`src/rtl/trap_ctrl.sv`:
```
// Machine-mode trap sequencer: flushes the pipeline, captures mepc/mcause/mtval and
// mstatus.MIE/MPIE on exceptions, interrupts and mret, then hands fetch a redirect target.
module trap_ctrl #(
   parameter int unsigned FLUSH_CYCLES = 2,
   parameter logic [31:0] RESET_VECTOR = 32'h0
) (
   input  logic        clk,
   input  logic        reset_n,
   input  logic        exc_valid,
   input  logic [3:0]  exc_cause,
   input  logic [31:0] exc_tval,
   input  logic [2:0]  irq_pending,
   input  logic [2:0]  irq_enable,
   input  logic        mret_valid,
   input  logic [31:0] mepc_adr,
   input  logic [31:0] mtvec,
   input  logic        csr_we,
   input  logic [11:0] csr_addr,
   input  logic [31:0] csr_wdata,
   input  logic        redirect_ack,
   output logic        trap_flush,
   output logic        clear_counter,
   output logic        pc_redirect_valid,
   output logic [31:0] pc_redirect,
   output logic [31:0] mepc_q,
   output logic [31:0] mcause_q,
   output logic [31:0] mtval_q,
   output logic        mstatus_mie,
   output logic        mstatus_mpie,
   output logic        busy
);

   typedef enum logic [2:0] {
      IDLE       = 3'd0,
      FLUSH      = 3'd1,
      CAPTURE    = 3'd2,
      REDIRECT   = 3'd3,
      MRET_FLUSH = 3'd4
   } state_t;

   localparam logic [2:0] FLUSH_LOAD = 3'(FLUSH_CYCLES - 1);

   state_t      state;
   state_t      next_state;
   logic [2:0]  flush_cnt;
   logic [31:0] pend_cause;
   logic [31:0] pend_tval;

   logic [2:0]  irq_active;
   logic        irq_taken;
   logic        trap_start;
   logic [3:0]  irq_code;
   logic [31:0] trap_base;
   logic [31:0] trap_target;
   logic        trap_flush_d;
   logic        clear_counter_d;
   logic        redirect_valid_d;

   assign irq_active = irq_pending & irq_enable;
   assign irq_taken  = mstatus_mie & (|irq_active);
   assign trap_start = (state == IDLE) & (exc_valid | irq_taken);
   assign busy       = (state != IDLE);

   // Interrupt bits are {MEIP, MTIP, MSIP}; external beats software beats timer.
   always_comb begin
      irq_code = 4'd0;
      if (irq_active[2])
         irq_code = 4'd11;
      else if (irq_active[0])
         irq_code = 4'd3;
      else if (irq_active[1])
         irq_code = 4'd7;
   end

   always_ff @(posedge clk or negedge reset_n) begin
      if (!reset_n)
         state <= IDLE;
      else
         state <= next_state;
   end

   always_comb begin
      next_state = state;
      case (state)
         IDLE: begin
            if (exc_valid || irq_taken)
               next_state = FLUSH;
            else if (mret_valid)
               next_state = MRET_FLUSH;
         end
         FLUSH:      if (flush_cnt == 3'd0) next_state = CAPTURE;
         CAPTURE:    next_state = REDIRECT;
         REDIRECT:   if (redirect_ack) next_state = IDLE;
         MRET_FLUSH: next_state = REDIRECT;
         default:    next_state = IDLE;
      endcase
   end

   // Outputs are registered, so they are decoded from the state being entered.
   always_comb begin
      trap_flush_d     = (next_state != IDLE);
      clear_counter_d  = (next_state == CAPTURE);
      redirect_valid_d = (next_state == REDIRECT);
      trap_base        = {mtvec[31:2], 2'b00};
      trap_target      = trap_base;
      if (mtvec[1:0] == 2'b01 && pend_cause[31])
         trap_target = trap_base + {26'd0, pend_cause[3:0], 2'b00};
   end

   always_ff @(posedge clk or negedge reset_n) begin
      if (!reset_n) begin
         flush_cnt         <= 3'd0;
         pend_cause        <= 32'd0;
         pend_tval         <= 32'd0;
         trap_flush        <= 1'b0;
         clear_counter     <= 1'b0;
         pc_redirect_valid <= 1'b0;
         pc_redirect       <= RESET_VECTOR;
         mepc_q            <= 32'd0;
         mcause_q          <= 32'd0;
         mtval_q           <= 32'd0;
         mstatus_mie       <= 1'b0;
         mstatus_mpie      <= 1'b0;
      end else begin
         trap_flush        <= trap_flush_d;
         clear_counter     <= clear_counter_d;
         pc_redirect_valid <= redirect_valid_d;

         if (trap_start) begin
            flush_cnt <= FLUSH_LOAD;
            if (exc_valid) begin
               pend_cause <= {28'd0, exc_cause};
               pend_tval  <= exc_tval;
            end else begin
               pend_cause <= {1'b1, 27'd0, irq_code};
               pend_tval  <= 32'd0;
            end
         end else if (state == FLUSH && flush_cnt != 3'd0) begin
            flush_cnt <= flush_cnt - 3'd1;
         end

         // Software writes only land while no trap sequence owns the CSRs.
         if (state == IDLE && csr_we) begin
            case (csr_addr)
               12'h300: begin
                  mstatus_mie  <= csr_wdata[3];
                  mstatus_mpie <= csr_wdata[7];
               end
               12'h341: mepc_q   <= {csr_wdata[31:2], 2'b00};
               12'h342: mcause_q <= csr_wdata;
               12'h343: mtval_q  <= csr_wdata;
               default: ;
            endcase
         end

         if (state == CAPTURE) begin
            mepc_q       <= {mepc_adr[31:2], 2'b00};
            mcause_q     <= pend_cause;
            mtval_q      <= pend_tval;
            mstatus_mpie <= mstatus_mie;
            mstatus_mie  <= 1'b0;
            pc_redirect  <= trap_target;
         end

         if (state == MRET_FLUSH) begin
            mstatus_mie  <= mstatus_mpie;
            mstatus_mpie <= 1'b1;
            pc_redirect  <= mepc_q;
         end
      end
   end

endmodule

```
`config.mk`:
```
export PLATFORM = sky130hd
export DESIGN_NAME = trap_ctrl
export DESIGN_NICKNAME = d
export VERILOG_FILES = /design/src/rtl/trap_ctrl.sv
export SDC_FILE = /design/constraint.sdc
export NUM_CORES = 1
export LEC_CHECK = 0
export ABC_CLOCK_PERIOD_IN_PS = 3300
export BUFFER_PORTS_ARGS = -buffer_cell sky130_fd_sc_hd__buf_2
export CAP_MARGIN = 20
export CORE_MARGIN = 2
export CORE_UTILIZATION = 50
export DETAILED_ROUTE_END_ITERATION = 8
export PLACE_DENSITY_LB_ADDON = 0.08
export SYNTH_ARGS = -nofsm -noshare
export SYNTH_HDL_FRONTEND = slang
export SYNTH_SLANG_ARGS = --single-unit
export TNS_END_PERCENT = 30
```
`constraint.sdc`:
```
create_clock -name clk -period 3.3 [get_ports clk]
set_clock_uncertainty 0.2 [all_clocks]
set_input_delay 0.165 -clock clk [delete_from_list [all_inputs] [get_ports clk]]
set_output_delay 0.165 -clock clk [all_outputs]
set_load 0.005 [all_outputs]
```
Word level (Yosys, flattened, before mapping)
Cells that the tools add are included.

Bits in registers: 203. Bits of input ports: 156. Output and inout port bits: 134. Logic and storage cells: 85.

Add/subtract/negate cells: 2. Equal/unequal tests: 11. Multiplexer cells: 32. Bitwise operators: 4. Reductions and logical operators: 23.

Operators with widths (count): $mux W32 (14); $eq A12 B10 Y1 const B (4); $add A32 B6 Y32 (1); $mux W3 (8); $reduce_bool A3 Y1 (5); $eq A3 B2 Y1 const B (4); $pmux W3 S4 (1); $reduce_bool A2 Y1 (6); $mux W1 (8); $reduce_and A2 Y1 (4); $logic_not A3 Y1 (2); $mux W4 (1); $and A3 B3 Y3 (1); $eq A3 B1 Y1 const B (1); $eq A3 B3 Y1 const B (1); $logic_and A1 B1 Y1 (3); $reduce_or A3 Y1 (1); $sub A3 B1 Y3 const B (1); $and A1 B1 Y1 (2); $eq A2 B1 Y1 const B (1); $reduce_or A2 Y1 (1); $logic_or A1 B1 Y1 (1); $or A1 B1 Y1 (1).

Depth between registers and ports, before layout
Gate-level depths: netlist of the first run.

Depth after elaboration: 7. Depth in mapped cells: 9.

Least setup slack after synthesis of the first run
Ideal clock, no wire load.

Kind: reg2reg. From: reg pend_cause[0]. To: reg pc_redirect[12]. Library setup time: 0.104 ns. Arrival: 2.053 ns. Required time: 2.996 ns. Path slack: 0.943 ns. Cell stages (with the launch flop): 9. Path through: dfrtp_1 -> ha_1 -> fa_1 -> a21o_1 -> a21oi_1 -> nor2_1 -> nand4_1 -> xor2_1 -> a221oi_1.

Cells in the longest elaborated chain, start to end: 4.

RTL lines: start: declaration (line 46) `logic [31:0] pend_cause;`; start signal: assignment (line 132) `pend_cause <= {28'd0, exc_cause};`; start signal: assignment (line 135) `pend_cause <= {1'b1, 27'd0, irq_code};`; $add A32 B6 Y32 (line 107) `trap_target = trap_base + {26'd0, pend_cause[3:0], 2'b00};`; $mux W32 (line 106) `if (mtvec[1:0] == 2'b01 && pend_cause[31])`; $mux W32 (line 156) `if (state == CAPTURE) begin`; $mux W32 (line 165) `if (state == MRET_FLUSH) begin`; end signal: assignment (line 162) `pc_redirect <= trap_target;`; end signal: assignment (line 168) `pc_redirect <= mepc_q;`; end: declaration (line 24) `output logic [31:0] pc_redirect,`.

Every way passes these cells. The select of a mux whose other input is x is not followed. A chain may end at the register's enable or synchronous reset.

Final worst setup path of the first run
From: reg state[2]. To: reg mepc_q[13].

Cells in the longest elaborated chain, start to end: 4. Elaborated cells on any way between the ends: 7.

RTL lines: start: declaration (line 43) `state_t state;`; start signal: assignment (line 79) `state <= next_state;`; $logic_not A3 Y1 (line 143) `if (state == IDLE && csr_we) begin`; $logic_and A1 B1 Y1 (line 143); $reduce_bool A2 Y1 (no source line); $reduce_and A2 Y1 (no source line); end signal: assignment (line 149) `12'h341: mepc_q <= {csr_wdata[31:2], 2'b00};`; end signal: assignment (line 157) `mepc_q <= {mepc_adr[31:2], 2'b00};`; end: declaration (line 25) `output logic [31:0] mepc_q,`.

Parallel ways exist; a longest one is shown, timed or not.

==> results_dict.tcl, run 1 <==
set metrics [dict create \
    async_reset_ff_frac 1.00 \
    yosys.area_share.simple 0.189 \
    worstSetupStartpointType "register" \
    worst_slew_pin_slew_ns 0.720 \
    synth_area_leaders "dfrtp_1 (54%), nand2_1 (7.2%), nor2_1 (5.0%), mux2i_1 (4.7%), a22o_1 (3.8%)" \
    cts_tree "yes" \
    first_global_vias 7885 \
    cts_buffers 17 \
    syn-cell-area_um2 8040 \
    slowest_stage "dlygate4sd3_1" \
    clk_latency_ns 0.42 \
    yosysUniqueCellTypes 52 \
    nets 1425 \
    yosysMostFrequentCell "dfrtp_1" \
    yosys.area.top_type "dfrtp_1" \
    grt_remaining_overflow 0 \
    rsz0062_at_grt "false" \
    via_per_inst 5.53 \
    slew_viol_final 0 \
    drc 0 \
    vias 8252 \
    hold_violations 0 \
    power.total_mw 8.62 \
    critPathMaxStageDelay_ns 0.61 \
    dieHeight_um 131 \
    clk_pin_slew_ns 0.07 \
    cp_max_fo 26 \
    status "complete, no violations" \
    ant_nets 0 \
    period_minus_slack_ns 3.05 \
    path_cells "nor3_4 -> nand4_2 -> nor3_2 -> nand2b_1 -> buf_4 -> nand2_1 -> a31oi_1 -> dlygate4sd3_1" \
    drive_gt1_frac 0.269 \
    grt_first_pass_wirelength_um 41900 \
    powerDensity_nw_per_um2 728 \
    synth_area_per_cell_um2 9.62 \
    seq_area_frac_synth 0.535 \
    initial_core_util 0.508 \
    finalSetupViolations 0 \
    synthFlopType "dfrtp_1" \
    synthAdderAreaFrac 0.0118 \
    post-route-period-util 0.923 \
    yosys_warnings 0 \
    post_cts_buffers 0 \
    antenna_found_initial 0 \
    fillers 1138 \
    synthMuxAreaShare 0.0473 \
    synthTopCellsByCount "dfrtp_1 (172), nand2_1 (154), nor2_1 (107)" \
    routed_wl_um 27600 \
    crit_type "reg -> reg" \
    synth-xor-area-share 0.0261 \
    synth-compound-area-share 0.152 \
    cts.htree.levels 4 \
    core-area_um2 15800 \
    synth_top_family_by_area "simple AND/OR/NAND/NOR gates" \
    clkSinkCount 172 \
    grt_max_degree 87 \
    syn_to_final_growth_pct 47.2 \
    netlist.area_leader.share 0.535 \
    die_w_um 131 \
    wl_per_cell_um 18.5 \
    synth-edff-count 0 \
    final.setup.tns_ns 0 \
    die-area_um2 17100 \
    cp.required_ns 3.40 \
    slew_headroom 0.520 \
    yosys_register_bits 172 \
    hold_path.class "in -> reg" \
    drt_iter0_drc 701 \
    place.gp.congestion 0.875 \
    postSynthCellCount 836 \
    root_buffer "clkbuf_16" \
    worst_ir_drop_vdd_uv 431 \
    whs_ns 0.0864 \
    dp_hpwl_um 17800 \
    arrival_ns 3.15 \
    end_kind "register" \
    gr-usage-all-layers 0.320 \
    dr.pass1.iters 6 \
    fp-row-count 46 \
    maxCapViolCount 0 \
    portBuffers 283 \
    fmax_ghz 0.328 \
    clk_path_buf_depth 2 \
    p_leak_nw 6.02 \
    ios 290 \
]
## power by group
part,internal [mW],switching [mW],leakage (nW)
clock network,1.01,0.853,0.255
registers,2.94,0.651,2.11
logic,1.60,1.57,3.66
total,5.55,3.07,6.02
## sequential cells by signal, summed over array words and instances (netlist names)
signal,count
clear_counter,1
flush_cnt,3
mcause_q,32
mepc_q,30
mstatus_mie,1
mstatus_mpie,1
mtval_q,32
pc_redirect,30
pc_redirect_valid,1
pend_cause,5
pend_tval,32
state,3
trap_flush,1
## per-layer routing
| metal | share of wire | vias to the layer above | global-route usage |
|---|---|---|---|
| met5 | 0 | - | 0 |
| met4 | 0.022 | 0 | 0.108 |
| met3 | 0.084 | 52 | 0.0729 |
| met2 | 0.48 | 432 | 0.506 |
| met1 | 0.42 | 3985 | 0.440 |
| li1 | - | 3783 | - |
## metrics by stage
stage | instance area, um2 | worst slack [ns] | std cells | utilization
2_1_floorplan | 8060 | 0.943 | 839 | -
3_3_place_gp | 9640 | 0.599 | 1295 | 0.609
3_5_place_dp | 9640 | 0.501 | 1295 | 0.609
4_1_cts | 11800 | 0.103 | 1491 | 0.748
5_1_grt | 11800 | 0.109 | 1491 | 0.748
6_report | 11800 | 0.253 | 1492 | 0.748
## worst max-delay path, delay by kind of cell, from the launching register on
| kind | cells | cell delay, ns |
|---|---|---|
| and+or+nand+nor | 5 | 1.18 |
| buffers and inverters | 2 | 0.88 |
| DFF | 1 | 0.56 |
| AOI/OAI and AO/OA | 1 | 0.10 |
## placed cells by master, fill, tap and decap left out, types with 5 or more instances in the layout
| cell | n |
|---|---|
| buf_4 | 14 |
| nor2b_1 | 5 |
| a21oi_1 | 16 |
| nand2_1 | 154 |
| inv_1 | 9 |
| xnor2_1 | 8 |
| clkbuf_16 | 17 |
| dlygate4sd3_1 | 164 |
| nor2_1 | 105 |
| a22oi_1 | 21 |
| mux2i_1 | 38 |
| buf_2 | 282 |
| dfrtp_1 | 172 |
| clkinvlp_4 | 5 |
| and3_1 | 8 |
| o21ai_0 | 35 |
| a22o_1 | 35 |
| ha_1 | 6 |
| and2_1 | 5 |
| nand3_1 | 39 |
| a31oi_1 | 49 |
| xor2_1 | 16 |
## area by class of cell
type	count	area, um2	share of cell area
timing repair buffer	463	3210	0.271
tap	216	270	0.0228
inverter	9	33.8	0.00285
multi-input combinational	599	3470	0.293
clock inverter	12	91.3	0.00771
sequential	172	4300	0.364
antenna	1	2.50	0.000211
clock buffer	20	457	0.0386
## worst paths after layout
kind / from / endpoint / slack (ns) / cells after the start
setup reg to reg: state[2] / mepc_q[13] / 0.25 / 8
hold reg to reg: pc_redirect[21] / pc_redirect[21] / 0.29 / 2
hold / removal: irq_enable[1] / state[2] / 0.09 / 5
min in group asynchronous: reset_n / pend_cause[1] / 0.16 / 2
max in group asynchronous: reset_n / pend_tval[16] / 1.74 / 3
setup / recovery: state[2] / mepc_q[13] / 0.25 / 8
## timing repair
item,in CTS,in global routing
hold endpoints to repair,250,0
resized for setup,0,1
hold buffers,164,0
setup endpoints to repair,0,1
## cell families (layout without fill, tap and decap cells)
family	Yosys count	after routing
xor gates and xnor gates	24	24
AOI/OAI and AO/OA	181	181
adders and majority gates	7	7
buffers and inverters	68	504
and+or+nand+nor	345	345
other	1	5
muxes	38	38
DFF	172	172
Note: power is estimated with default switching activity, not from simulation.
==> inputs of run 2 (changes only) <==
Settings changed: CELL_PAD_IN_SITES_DETAIL_PLACEMENT set to 1, CELL_PAD_IN_SITES_GLOBAL_PLACEMENT set to 1, CORE_UTILIZATION 50 to 37.
==> results_dict.tcl, run 2 (synthesis results as in run 1) <==
set metrics [dict create \
    p_leak_nw 6.07 \
    clk_path_buf_depth 2 \
    cp_max_fo 26 \
    dieHeight_um 151 \
    cp.required_ns 3.45 \
    grt_max_degree 75 \
    power_frac_clock 0.234 \
    fp-row-count 53 \
    final.setup.tns_ns 0 \
    post-route-period-util 0.947 \
    root_buffer "clkbuf_16" \
    arrival_ns 3.28 \
    clkSinkCount 172 \
    dp_slack_ns 0.476 \
    place_inst 1356 \
    hold_violations 0 \
    status "complete, no violations" \
    layout.cells.most_common_list "buf_2 (282), dfrtp_1 (172), dlygate4sd3_1 (165)" \
    final_cells 1554 \
    combPwrFrac 0.367 \
    slew_viol_final 0 \
    vias 8241 \
    initial_core_util 0.380 \
    cts_buffers 17 \
    dp_hpwl_um 21000 \
    cts.htree.levels 4 \
    core-area_um2 21200 \
    switching_share 0.359 \
    power.internal_mw 5.79 \
    layout_commonest_cell "buf_2" \
    design_area_um2 12000 \
    ant_nets 0 \
    worst_slew_pin_slew_ns 0.815 \
    clk_latency_ns 0.43 \
    period_minus_slack_ns 3.13 \
    finalSetupViolations 0 \
    via_per_inst 5.30 \
    die_w_um 151 \
    drt_iter0_drc 426 \
    syn_to_final_growth_pct 49.2 \
    power_frac_seq 0.399 \
    worstSetupStartpointType "register" \
    cts_tree "yes" \
    nets 1428 \
    power.net_switching_mw 3.24 \
    grt_remaining_overflow 0 \
    power.total_mw 9.03 \
    rsz0062_at_grt "false" \
    slew_headroom 0.456 \
    ios 290 \
    hold_path.class "in -> reg" \
    fmax_ghz 0.320 \
    crit_type "reg -> reg" \
    powerDensity_nw_per_um2 753 \
    setup_ws_ns 0.175 \
    wl_per_cell_um 20.3 \
    drc 0 \
    die-area_um2 22900 \
    grt_first_pass_wirelength_um 49100 \
    drive_gt1_frac 0.270 \
    maxCapViolCount 0 \
    place.gp.congestion 0.862 \
    routed_wl_um 31600 \
    antenna_found_initial 2 \
    first_global_vias 8832 \
    placed_cell_area_um2 9730 \
    gr-usage-all-layers 0.281 \
    dr.pass1.iters 5 \
    portBuffers 283 \
    worst_ir_drop_vdd_uv 404 \
    end_kind "register" \
    top_regs "mcause_q x32, mtval_q x32, pend_tval x32" \
    clk_pin_slew_ns 0.07 \
]
run 2: changes by cell type in the layout (fill, tap and decap cells not counted), sizes merged:
cell         change
clkinvlp         -4
buf              +2
diode            +1
dlygate4sd3      +1
clkinv           -2
clkbuf           -3
inv              +5
bufinv           +3
run 2: stage by stage:
step	hold WS, ns	utilization
floorplan	-0.331	-
global placement	0.0490	0.460
detailed placement	0.0473	0.460
CTS	0.00201	0.567
global route	0.0418	0.567
finish	0.00339	0.567
run 2: path summary, 6_finish.rpt:
check	end	start	cells past startpoint	slack (ns)
setup / recovery	mepc_q[18]	state[2]	7	0.17
setup reg to reg	mepc_q[18]	state[2]	7	0.17
hold reg to reg	pc_redirect[21]	pc_redirect[21]	2	0.30
hold / removal	pend_cause[3]	irq_enable[2]	5	0.003
max in group asynchronous	mcause_q[1]	reset_n	3	1.92
min in group asynchronous	pend_cause[1]	reset_n	2	0.10
run 2: what timing repair did:
action                                 4_1_cts  5_1_grt
buffers inserted                             0        0
hold buffers                               165        0
setup endpoints to repair                    0        1
resized for setup                            0        1
endpoints found under the hold margin      236        0
run 2: final cells by class:
| type | instances | area, um2 |
|---|---|---|
| diodes | 2 | 5.00 |
| clock buffers | 17 | 425 |
| clock inverters | 14 | 180 |
| fillers | 2439 | 9160 |
| inverters | 9 | 33.8 |
| multi-input cells | 599 | 3470 |
| flip-flops and latches | 172 | 4300 |
| well taps | 275 | 344 |
| repair buffers | 466 | 3240 |
run 2: metal layers:
layer  vias up  share of wire  track usage
met1      4146           0.44        0.375
met3        47          0.058       0.0536
met4         0          0.023       0.0944
met2       262           0.47        0.460
li1       3786              -            -
met5         -              0            0
run 2: critical path, stage by stage (launching register included):
cell and delay [ns]:
dfrtp_1 0.55, nor3_4 0.38, nand4_2 0.25, nor4_4 0.33
buf_4 0.36, nand2_1 0.09, a31oi_1 0.26, dlygate4sd3_1 0.61
run 2: power by group through the flow:
stage | combinational, mW | clock [mW] | sequential [mW]
floorplan | 1.53 | 0 | 3.47
global placement | 2.73 | 0 | 3.60
detailed placement | 2.83 | 0 | 3.61
CTS | 3.26 | 2.15 | 3.58
global route | 3.70 | 2.23 | 3.70
finish | 3.31 | 2.12 | 3.60
